[src/rtl/key_debounce_multi_if.sv]
// key_debounce_multi_if
//   Bundles the key pins and the debounced key events of key_debounce_multi.
//   master : the side that owns the raw pins and consumes events (board / bench)
//   slave  : the debouncer itself
// Signals (all NUM_KEYS wide unless noted):
//   key_in       raw asynchronous key pins
//   key_level    debounced level, 1 = pressed
//   key_press    1-cycle strobe, accepted released->pressed
//   key_release  1-cycle strobe, accepted pressed->released
//   key_long     1-cycle strobe, hold time reached
//   key_repeat   1-cycle strobe, auto-repeat tick while held
//   any_pressed  (1 bit) registered OR of key_level
interface key_debounce_multi_if #(
  parameter int NUM_KEYS = 4
);
  logic [NUM_KEYS-1:0] key_in;
  logic [NUM_KEYS-1:0] key_level;
  logic [NUM_KEYS-1:0] key_press;
  logic [NUM_KEYS-1:0] key_release;
  logic [NUM_KEYS-1:0] key_long;
  logic [NUM_KEYS-1:0] key_repeat;
  logic                any_pressed;

  modport master (
    output key_in,
    input  key_level, key_press, key_release, key_long, key_repeat, any_pressed
  );

  modport slave (
    input  key_in,
    output key_level, key_press, key_release, key_long, key_repeat, any_pressed
  );
endinterface

[src/rtl/key_debounce_multi.sv]
// key_debounce_multi
//   N-channel key debouncer. Each channel has a 2-FF synchroniser, a stability
//   counter, a debounced level and one-cycle press/release strobes. Channels
//   share nothing except the clock and reset.
//
//   Optional feature, macro KEY_REPEAT_EN: per-channel long-press and
//   auto-repeat strobes. Without the macro key_long/key_repeat are tied low.
//
// Ports:
//   clk   in   system clock, all logic on posedge
//   rst   in   asynchronous reset, active high
//   bus   slave modport of key_debounce_multi_if (key_in in, events out)
//
// Parameters:
//   NUM_KEYS      number of independent key channels (>=1)
//   DEBOUNCE_CYC  consecutive stable synchronised cycles to accept a change (>=2)
//   ACTIVE_LOW    1: pin reads 0 when pressed, 0: pin reads 1 when pressed
//   HOLD_CYC      cycles from key_press to key_long (>=2)
//   REPEAT_CYC    cycles between key_repeat strobes after key_long (>=2)

// ---------------------------------------------------------------------------
// One key channel.
//   clk/rst  clock, async active-high reset
//   key_in   raw pin
//   level    debounced level (1 = pressed)
//   press    strobe on accepted press
//   rel      strobe on accepted release
//   lng      long-press strobe (KEY_REPEAT_EN)
//   rpt      auto-repeat strobe (KEY_REPEAT_EN)
// ---------------------------------------------------------------------------
module key_debounce_lane #(
  parameter int DEBOUNCE_CYC = 1000,
  parameter bit ACTIVE_LOW   = 1'b1,
  parameter int HOLD_CYC     = 50000,
  parameter int REPEAT_CYC   = 10000
) (
  input  logic clk,
  input  logic rst,
  input  logic key_in,
  output logic level,
  output logic press,
  output logic rel,
  output logic lng,
  output logic rpt
);
  localparam int CW = $clog2(DEBOUNCE_CYC);
  // Pin level of a released key; the synchroniser resets to it so that a
  // reset never looks like a press.
  localparam logic IDLE = ACTIVE_LOW;

  if (DEBOUNCE_CYC < 2 || HOLD_CYC < 2 || REPEAT_CYC < 2) begin : g_bad_param
    $error("key_debounce_lane: DEBOUNCE_CYC, HOLD_CYC and REPEAT_CYC must be >= 2");
  end

  logic          s0, s1;
  logic          p;        // synchronised pin, 1 = pressed
  logic [CW-1:0] cnt;
  logic          accept;   // this edge commits p into level

  assign p      = s1 ^ ACTIVE_LOW;
  assign accept = (p != level) && (cnt == CW'(DEBOUNCE_CYC - 1));

  always_ff @(posedge clk or posedge rst) begin
    if (rst) begin
      s0    <= IDLE;
      s1    <= IDLE;
      cnt   <= '0;
      level <= 1'b0;
      press <= 1'b0;
      rel   <= 1'b0;
    end else begin
      s0    <= key_in;
      s1    <= s0;
      press <= 1'b0;
      rel   <= 1'b0;
      if (p == level) begin
        // Any return to the current level restarts the stability window.
        cnt <= '0;
      end else if (accept) begin
        level <= p;
        cnt   <= '0;
        press <= p;
        rel   <= ~p;
      end else begin
        cnt <= cnt + 1'b1;
      end
    end
  end

`ifdef KEY_REPEAT_EN
  localparam int HMAX = (HOLD_CYC > REPEAT_CYC) ? HOLD_CYC : REPEAT_CYC;
  localparam int HW   = $clog2(HMAX + 1);

  logic [HW-1:0] hcnt;
  logic          rep;        // 0: waiting for long press, 1: repeating
  logic          hold_live;  // key is held and not being released this edge
  logic [HW-1:0] hlim;

  // The release edge itself must not emit long/repeat, so the pending
  // release (accept with p=0) already counts as "not held".
  assign hold_live = level && !(accept && !p);
  assign hlim      = rep ? HW'(REPEAT_CYC - 1) : HW'(HOLD_CYC - 1);

  // hcnt is held at 0 while level==0, which includes the press edge, so it
  // reads j at edge press+j and hits HOLD_CYC-1 one edge before the long
  // strobe is registered. It wraps at every strobe and never exceeds hlim.
  always_ff @(posedge clk or posedge rst) begin
    if (rst) begin
      hcnt <= '0;
      rep  <= 1'b0;
      lng  <= 1'b0;
      rpt  <= 1'b0;
    end else begin
      lng <= 1'b0;
      rpt <= 1'b0;
      if (!hold_live) begin
        hcnt <= '0;
        rep  <= 1'b0;
      end else if (hcnt == hlim) begin
        hcnt <= '0;
        rep  <= 1'b1;
        lng  <= ~rep;
        rpt  <= rep;
      end else begin
        hcnt <= hcnt + 1'b1;
      end
    end
  end
`else
  assign lng = 1'b0;
  assign rpt = 1'b0;
`endif
endmodule

// ---------------------------------------------------------------------------
// Top: array of independent lanes plus the registered any_pressed.
// ---------------------------------------------------------------------------
module key_debounce_multi #(
  parameter int NUM_KEYS     = 4,
  parameter int DEBOUNCE_CYC = 1000,
  parameter bit ACTIVE_LOW   = 1'b1,
  parameter int HOLD_CYC     = 50000,
  parameter int REPEAT_CYC   = 10000
) (
  input logic                 clk,
  input logic                 rst,
  key_debounce_multi_if.slave bus
);
  if (NUM_KEYS < 1) begin : g_bad_num_keys
    $error("key_debounce_multi: NUM_KEYS must be >= 1");
  end

  logic [NUM_KEYS-1:0] level;
  logic [NUM_KEYS-1:0] press;
  logic [NUM_KEYS-1:0] rel;
  logic [NUM_KEYS-1:0] lng;
  logic [NUM_KEYS-1:0] rpt;
  logic                any_q;

  for (genvar i = 0; i < NUM_KEYS; i++) begin : g_lane
    key_debounce_lane #(
      .DEBOUNCE_CYC (DEBOUNCE_CYC),
      .ACTIVE_LOW   (ACTIVE_LOW),
      .HOLD_CYC     (HOLD_CYC),
      .REPEAT_CYC   (REPEAT_CYC)
    ) u_lane (
      .clk    (clk),
      .rst    (rst),
      .key_in (bus.key_in[i]),
      .level  (level[i]),
      .press  (press[i]),
      .rel    (rel[i]),
      .lng    (lng[i]),
      .rpt    (rpt[i])
    );
  end

  // Registered so any_pressed trails key_level by exactly one cycle.
  always_ff @(posedge clk or posedge rst) begin
    if (rst) any_q <= 1'b0;
    else     any_q <= |level;
  end

  assign bus.key_level   = level;
  assign bus.key_press   = press;
  assign bus.key_release = rel;
  assign bus.key_long    = lng;
  assign bus.key_repeat  = rpt;
  assign bus.any_pressed = any_q;
endmodule

[src/flat_wrapper.sv]
// flat-port wrapper written by rule: the top's interface ports become plain ports
module key_debounce_multi_flat 
#(
  parameter int NUM_KEYS     = 4,
  parameter int DEBOUNCE_CYC = 1000,
  parameter bit ACTIVE_LOW   = 1'b1,
  parameter int HOLD_CYC     = 50000,
  parameter int REPEAT_CYC   = 10000
)
  (clk, rst, bus_key_in, bus_key_level, bus_key_press, bus_key_release, bus_key_long, bus_key_repeat, bus_any_pressed);
  key_debounce_multi_if #(.NUM_KEYS(NUM_KEYS)) bus_i ();
  input logic clk;
  input logic rst;
  input wire logic [$bits(bus_i.key_in)-1:0] bus_key_in;
  output wire logic [$bits(bus_i.key_level)-1:0] bus_key_level;
  output wire logic [$bits(bus_i.key_press)-1:0] bus_key_press;
  output wire logic [$bits(bus_i.key_release)-1:0] bus_key_release;
  output wire logic [$bits(bus_i.key_long)-1:0] bus_key_long;
  output wire logic [$bits(bus_i.key_repeat)-1:0] bus_key_repeat;
  output wire logic [$bits(bus_i.any_pressed)-1:0] bus_any_pressed;
  assign bus_i.key_in = bus_key_in;
  assign bus_key_level = bus_i.key_level;
  assign bus_key_press = bus_i.key_press;
  assign bus_key_release = bus_i.key_release;
  assign bus_key_long = bus_i.key_long;
  assign bus_key_repeat = bus_i.key_repeat;
  assign bus_any_pressed = bus_i.any_pressed;
  key_debounce_multi #(.NUM_KEYS(NUM_KEYS), .DEBOUNCE_CYC(DEBOUNCE_CYC), .ACTIVE_LOW(ACTIVE_LOW), .HOLD_CYC(HOLD_CYC), .REPEAT_CYC(REPEAT_CYC)) u_core (.clk(clk), .rst(rst), .bus(bus_i));
endmodule
[config.mk]
export PLATFORM = sky130hd
export DESIGN_NAME = key_debounce_multi_flat
export DESIGN_NICKNAME = d
export VERILOG_FILES = /design/src/rtl/key_debounce_multi_if.sv /design/src/rtl/key_debounce_multi.sv /design/src/flat_wrapper.sv
export SDC_FILE = /design/constraint.sdc
export NUM_CORES = 1
export LEC_CHECK = 0
export CORE_MARGIN = 2
export CORE_UTILIZATION = 29
export CTS_BUF_LIST = sky130_fd_sc_hd__clkbuf_16
export DETAILED_ROUTE_END_ITERATION = 7
export HOLD_SLACK_MARGIN = 0.05
export PLACE_DENSITY_LB_ADDON = 0.3
export SYNTH_ARGS = -nofsm -noshare
export SYNTH_HDL_FRONTEND = slang
export SYNTH_SLANG_ARGS = --single-unit
[constraint.sdc]
create_clock -name clk -period 2.4 [get_ports clk]
set_input_delay 0.48 -clock clk [delete_from_list [all_inputs] [get_ports clk]]
set_output_delay 0.48 -clock clk [all_outputs]
set_load 0.01 [all_outputs]
==> results of run 1 <==
==> cell type report <==
class,instances,area (sq um),area share (%)
clock buffers,9,225,6.76
well taps,129,161,4.84
inverters,7,26.3,0.788
repair buffers,19,200,6.01
clock inverters,7,66.3,1.99
multi-input cells,177,1120,33.5
flip-flops and latches,61,1540,46.1
==> metal layers <==
layer	GRT usage (%)	vias up	wire [microns]
met1	13.3	907	2410
met3	3.42	10	200
met5	0	-	0
met4	7.08	0	132
met2	16.5	35	2250
li1	-	935	-
==> cells in the final DEF, fill, tap and decap left out, drive strengths merged <==
master / count
o41ai: 1
clkinv: 4
o31ai: 11
mux2i: 1
or3b: 3
clkinvlp: 2
o21ai: 18
or3: 17
clkbuf: 9
dfstp: 8
conb: 8
clkdlybuf4s50: 18
nand2b: 1
nand3: 15
bufinv: 1
dfrtp: 53
or4: 7
inv: 7
nand4bb: 2
and2: 1
nand2: 14
xnor2: 7
xor2: 11
nand4: 8
ha: 4
nor3b: 1
nor4: 1
and3: 4
nor2: 19
buf: 1
nor3: 3
a21oi: 20
==> how the worst max path moves through the flow <==
stage                                               from                                  endpoint  slack [ps]  cells past startpoint
2_1_floorplan                                        rst          u_core.bus.any_pressed$_DFF_PP0_         420                      1
3_3_place_gp    u_core.g_lane[1].u_lane.cnt[0]$_DFF_PP0_  u_core.g_lane[1].u_lane.cnt[1]$_DFF_PP0_         790                      4
3_5_place_dp    u_core.g_lane[3].u_lane.cnt[0]$_DFF_PP0_  u_core.g_lane[3].u_lane.cnt[7]$_DFF_PP0_         730                      4
4_1_cts        u_core.g_lane[3].u_lane.level$_DFFE_PP0P_                          bus_key_level[3]         500                      1
5_1_grt        u_core.g_lane[3].u_lane.level$_DFFE_PP0P_                          bus_key_level[3]         460                      1
6_report       u_core.g_lane[3].u_lane.level$_DFFE_PP0P_                          bus_key_level[3]         530                      1
==> flip-flops by register name, indices dropped and copies added, names as in the netlist <==
name,cells
u_core.bus.any_pressed,1
u_core.g_lane.u_lane.cnt,40
u_core.g_lane.u_lane.level,4
u_core.g_lane.u_lane.press,4
u_core.g_lane.u_lane.rel,4
u_core.g_lane.u_lane.s0,4
u_core.g_lane.u_lane.s1,4
==> cells by family (layout without fill, tap and decap cells) <==
group	after synthesis	after routing	share of synthesized area, %
DFF	61	61	54.8
and+or+nand+nor	96	96	19.5
muxes	1	1	0.357
AOI/OAI and AO/OA	50	50	11.6
other	1	8	0.134
buffers and inverters	27	42	6.29
adders and majority gates	4	4	1.78
xor gates and xnor gates	18	18	5.62
==> power breakdown <==
part	internal, mW	switching [mW]
logic	0.0327	0.0534
registers	1.06	0.0220
clock network	0.794	0.460
==> per-stage QoR <==
stage | power [mW] | util, % | worst slack (ps) | instances | hold WS [ps]
after detailed placement | 1.19 | 32.6 | 729 | 393 | 347
after CTS | 2.45 | 35.7 | 500 | 409 | 351
after global placement | 1.19 | 32.6 | 794 | 393 | 346
after global routing | 2.51 | 35.7 | 459 | 409 | 356
after floorplan | 1.16 | - | 420 | 265 | 345
final | 2.42 | 35.7 | 528 | 409 | 351
==> cell usage after synthesis (2+ instances only) <==
| cell | count |
|---|---|
| o31ai_2 | 2 |
| nor3_1 | 3 |
| or4_1 | 6 |
| xor2_1 | 11 |
| nand4_1 | 6 |
| inv_1 | 7 |
| ha_1 | 4 |
| or3_1 | 17 |
| or3b_1 | 2 |
| nand4_2 | 2 |
| o21ai_0 | 18 |
| dfstp_2 | 8 |
| buf_4 | 20 |
| nand3_1 | 15 |
| xnor2_1 | 7 |
| o31ai_1 | 8 |
| dfrtp_1 | 53 |
| nand4bb_1 | 2 |
| a21oi_1 | 20 |
| nor2_1 | 19 |
| nand2_1 | 14 |
| and3_1 | 4 |
==> run_results.csv, run 1 <==
group,metric,value,unit
finish,final_nets,285,
timing,finalCriticalPeriod,1870,ps
synth,syn_avg_cell_area,10.9,sq um
finish,drive_above_1_share,11.8,%
synth,synth_top_area_cell,"dfrtp_1",
placement,port_buffers,18,
synth,synth_top_flop_cell,"dfrtp_1",
route,drtIter0Drc,94,
worst_setup_path,timing.rr.end,"u_core.g_lane[3].u_lane.cnt[2]$_DFF_PP0_",
timing,setup_violations,0,
outcome,outcome,"finished clean",
clock_network,clk_latency,330,ps
finish,area_delta_synth_final,18.9,%
synth,synthArstFlopShare,100,%
worst_setup_path,end_kind,"output pin",
synth,seq_area_frac_synth,54.8,%
clock_network,cts_max_level,3,
worst_setup_path,crit_fanout,6,
synth,ys_types,32,
power,power.density,726,nW/um^2
finish,nFillCells,906,
route,avgRoutedWirePerCell,12.2,microns
finish,diodes,0,
timing,rsz0062_at_grt,"false",
timing,relSlewSlack,54.6,%
power,power.leakage,1.34,nW
worst_setup_path,startpoint_type,"flop",
global_routing,grt_util_all_layers,10.9,%
floorplan,dieArea,10500,sq um
route,drcViolationCount,0,
route,wl,4.99,mm
global_routing,gr-total-overflow,0,
floorplan,die_y,102,microns
timing,hold_violations,0,
min_path,hp-start,"u_core.g_lane[1].u_lane.s0$_DFF_PP1_",
clock_network,cts_buffers,9,
synth,syn-cell-area,2800,sq um
global_routing,grt_pass1_wl,8.65,mm
run,drv_cap,0,
placement,gp_congestion,0.730,
clock_network,tritoncts,"yes",
clock_network,root_buffer,"clkbuf_16",
min_path,hold_class,"reg2reg",
route,postRouteAntennaNets,0,
worst_setup_path,r2r_start,"u_core.g_lane[3].u_lane.cnt[0]$_DFF_PP0_",
clock_network,clk_pin_slew,50,ps
power,vdd_drop_max,250,uV
clock_network,post_cts_resized,0,
placement,place_hpwl,3.28,mm
worst_setup_path,reg2reg_depth,4,
clock_network,ctsHoldBuffers,0,
finish,finish.instance_area,3330,sq um
min_path,min_path_cells,0,
worst_setup_path,critPathTopFamily,"buffers and inverters",
timing,fmax,534,MHz
global_routing,grt_start_max_net_pins,62,
route,routed_via_density,4.61,
worst_setup_path,slowest_delay,610,ps
route,firstDrtPassIters,4,
worst_setup_path,cpMaxStageDelayCell,"clkdlybuf4s50_1",
timing,fin_skew,7.07,ps
timing,drv_slew,0,
worst_setup_path,cp.buffers_inverters,1,
worst_setup_path,crit_arrival,1390,ps
clock_network,post_cts_buffers,0,
timing,tightest_slew,677,ps
floorplan,placementRows,35,
timing,fin_crit_sh,78.0,%
timing,fin_tns_setup,0,ps
synth,synth_cells,258,
synth,ys_warn_count,0,
floorplan,coreArea,9330,sq um
global_routing,grt_pass1_vias,1841,
route,vias,1887,
clock_network,cts.path.max_buffers,2,
floorplan,start_util,30.1,%
synth,synth_top_area_share,47.3,%
clock_network,cts.sink_count,61,
min_path,hold_end,"u_core.g_lane[1].u_lane.s1$_DFF_PP1_",
floorplan,io_pins,27,
placement,dpl_cell_area,3040,sq um
synth,ys_seq_elements,61,
worst_setup_path,r2r_slack,750,ps
worst_setup_path,path_cells,"clkdlybuf4s50_1",
worst_setup_path,worstPathRequired,1920,ps
synth,synth_edf_count,0,
global_routing,antenna_found_initial,0,
floorplan,die_w,102,microns
synth,synth_area_leaders,"dfrtp_1, dfstp_2, buf_4",
worst_setup_path,crit_type,"reg2out",
Power figures use the tool's default switching activity.
==> run 2, diff against run 1 <==
==> constraint.sdc (replaced) <==
create_clock -name clk -period 1.79 [get_ports clk]
set_input_delay 0.358 -clock clk [delete_from_list [all_inputs] [get_ports clk]]
set_output_delay 0.358 -clock clk [all_outputs]
set_load 0.01 [all_outputs]
==> run 2 against run 1 <==
Count of clock-buffer cells in the layout did not move. Non-clock buffer count rose by 7. Design area rose by 3.2%. Core utilization rose by 1.2 points. Critical endpoint is now bus_key_level[0]. Largest cell class unchanged. Die area unchanged. Via count is 3.4% higher.
==> run_results.csv, run 2 (synthesis results as in run 1) <==
group,metric,value,unit
worst_setup_path,cp.buffers_inverters,1,
power,power_frac_comb,3.5,%
global_routing,grt_util_all_layers,11.1,%
clock_network,clk_pin_slew,50,ps
global_routing,grt_start_max_net_pins,42,
clock_network,post_cts_buffers,0,
finish,final_core_util,36.9,%
worst_setup_path,crit_path_start,"u_core.g_lane[0].u_lane.level$_DFFE_PP0P_",
min_path,hold_class,"in2async",
power,power.density,1020,nW/um^2
floorplan,placementRows,35,
finish,largest_reg_flops,40,
worst_setup_path,r2r_slack,170,ps
route,routed_via_density,4.69,
timing,fin_skew,6.30,ps
worst_setup_path,crit_fanout,6,
finish,final_nets,292,
finish,largest_register,"u_core.g_lane.u_lane.cnt",
worst_setup_path,worstPathRequired,1430,ps
timing,relSlewSlack,64.8,%
timing,hold-worst-slack,340,ps
worst_setup_path,startpoint_type,"flop",
route,avgRoutedWirePerCell,11.9,microns
placement,place_hpwl,3.45,mm
worst_setup_path,path_cells,"clkdlybuf4s50_1",
timing,tightest_slew,526,ps
placement,place_ws,189,ps
placement,port_buffers,18,
global_routing,gr-total-overflow,0,
power,pwr-share-clk,55.4,%
floorplan,coreArea,9330,sq um
worst_setup_path,crit_arrival,1370,ps
power,vdd_drop_max,359,uV
timing,fmax,579,MHz
route,firstDrtPassIters,4,
power,p_total,3.52,mW
floorplan,io_pins,27,
worst_setup_path,slowest_delay,580,ps
run,drv_cap,0,
global_routing,grt_pass1_vias,1977,
timing,fin_crit_sh,96.5,%
finish,layout_common_cells,"dfrtp_1, a21oi_1, nor2_1, o21ai_0, clkdlybuf4s50_1",
timing,drv_slew,0,
timing,setup_violations,0,
outcome,outcome,"finished clean",
route,vias,1951,
timing,setup_slack,62.2,ps
route,drcViolationCount,0,
route,drtIter0Drc,101,
worst_setup_path,cpMaxStageDelayCell,"clkdlybuf4s50_1",
timing,fin_tns_setup,0,ps
power,p_seq_share,41.1,%
clock_network,post_cts_resized,0,
clock_network,cts.sink_count,61,
floorplan,dieArea,10500,sq um
timing,hold_violations,0,
placement,gp_congestion,0.731,
finish,drive_above_1_share,15.0,%
clock_network,ctsHoldBuffers,0,
global_routing,antenna_found_initial,0,
clock_network,cts_max_level,3,
worst_setup_path,end_kind,"output pin",
worst_setup_path,crit_type,"reg2out",
worst_setup_path,critPathTopFamily,"buffers and inverters",
finish,area_delta_synth_final,22.7,%
global_routing,grt_pass1_wl,9.00,mm
clock_network,cts_buffers,9,
worst_setup_path,r2r_start,"u_core.g_lane[1].u_lane.cnt[0]$_DFF_PP0_",
clock_network,clk_latency,320,ps
power,switching_share,19.9,%
power,power.leakage,1.40,nW
clock_network,tritoncts,"yes",
power,internal-power,2.82,mW
floorplan,start_util,30.1,%
floorplan,die_y,102,microns
clock_network,root_buffer,"clkbuf_16",
finish,final_common_cell,"dfrtp_1",
route,wl,4.97,mm
timing,rsz0062_at_grt,"false",
timing,finalCriticalPeriod,1730,ps
finish,diodes,0,
floorplan,die_w,102,microns
route,postRouteAntennaNets,0,
power,p_switching,0.702,mW
clock_network,cts.path.max_buffers,2,
[run 2: power by group through the flow]
stage / Combinational [mW] / Clock, mW / Sequential (mW)
3_3_place_gp: 0.128 / 0 / 1.47
2_1_floorplan: 0.0945 / 0 / 1.46
4_1_cts: 0.129 / 2.00 / 1.45
6_report: 0.123 / 1.95 / 1.45
5_1_grt: 0.146 / 2.05 / 1.45
3_5_place_dp: 0.128 / 0 / 1.47
[run 2: final timing paths]
kind	to	cells past startpoint
setup reg to reg	u_core.g_lane[1].u_lane.cnt[1]$_DFF_PP0_	4
hold / removal	u_core.g_lane[3].u_lane.cnt[5]$_DFF_PP0_	2
hold reg to reg	u_core.g_lane[2].u_lane.s1$_DFF_PP1_	0
max in group asynchronous	u_core.g_lane[0].u_lane.s1$_DFF_PP1_	3
setup / recovery	bus_key_level[0]	1
min in group clk	u_core.g_lane[2].u_lane.s1$_DFF_PP1_	0
[run 2: layer usage]
metal  vias to the layer above  global-route usage (%)  share of wire, %
met5                         -                       0                 0
met4                         0                    6.15               1.6
met3                         9                    3.01               3.1
met2                        31                    16.7                47
met1                       951                    14.4                48
li1                        960                       -                 -
[run 2: layout make-up]
cell class / instances / area, sq um
timing repair buffer: 26 / 253
fill: 907 / 5890
clock buffer: 9 / 225
tap: 129 / 161
multi-input combinational: 177 / 1120
inverter: 7 / 30.0
clock inverter: 7 / 115
sequential: 61 / 1540
[run 2: stage by stage]
step / cells / area, sq um
global route: 416 / 3440
finish: 416 / 3440
floorplan: 265 / 2830
detailed placement: 400 / 3100
global placement: 400 / 3100
CTS: 416 / 3440
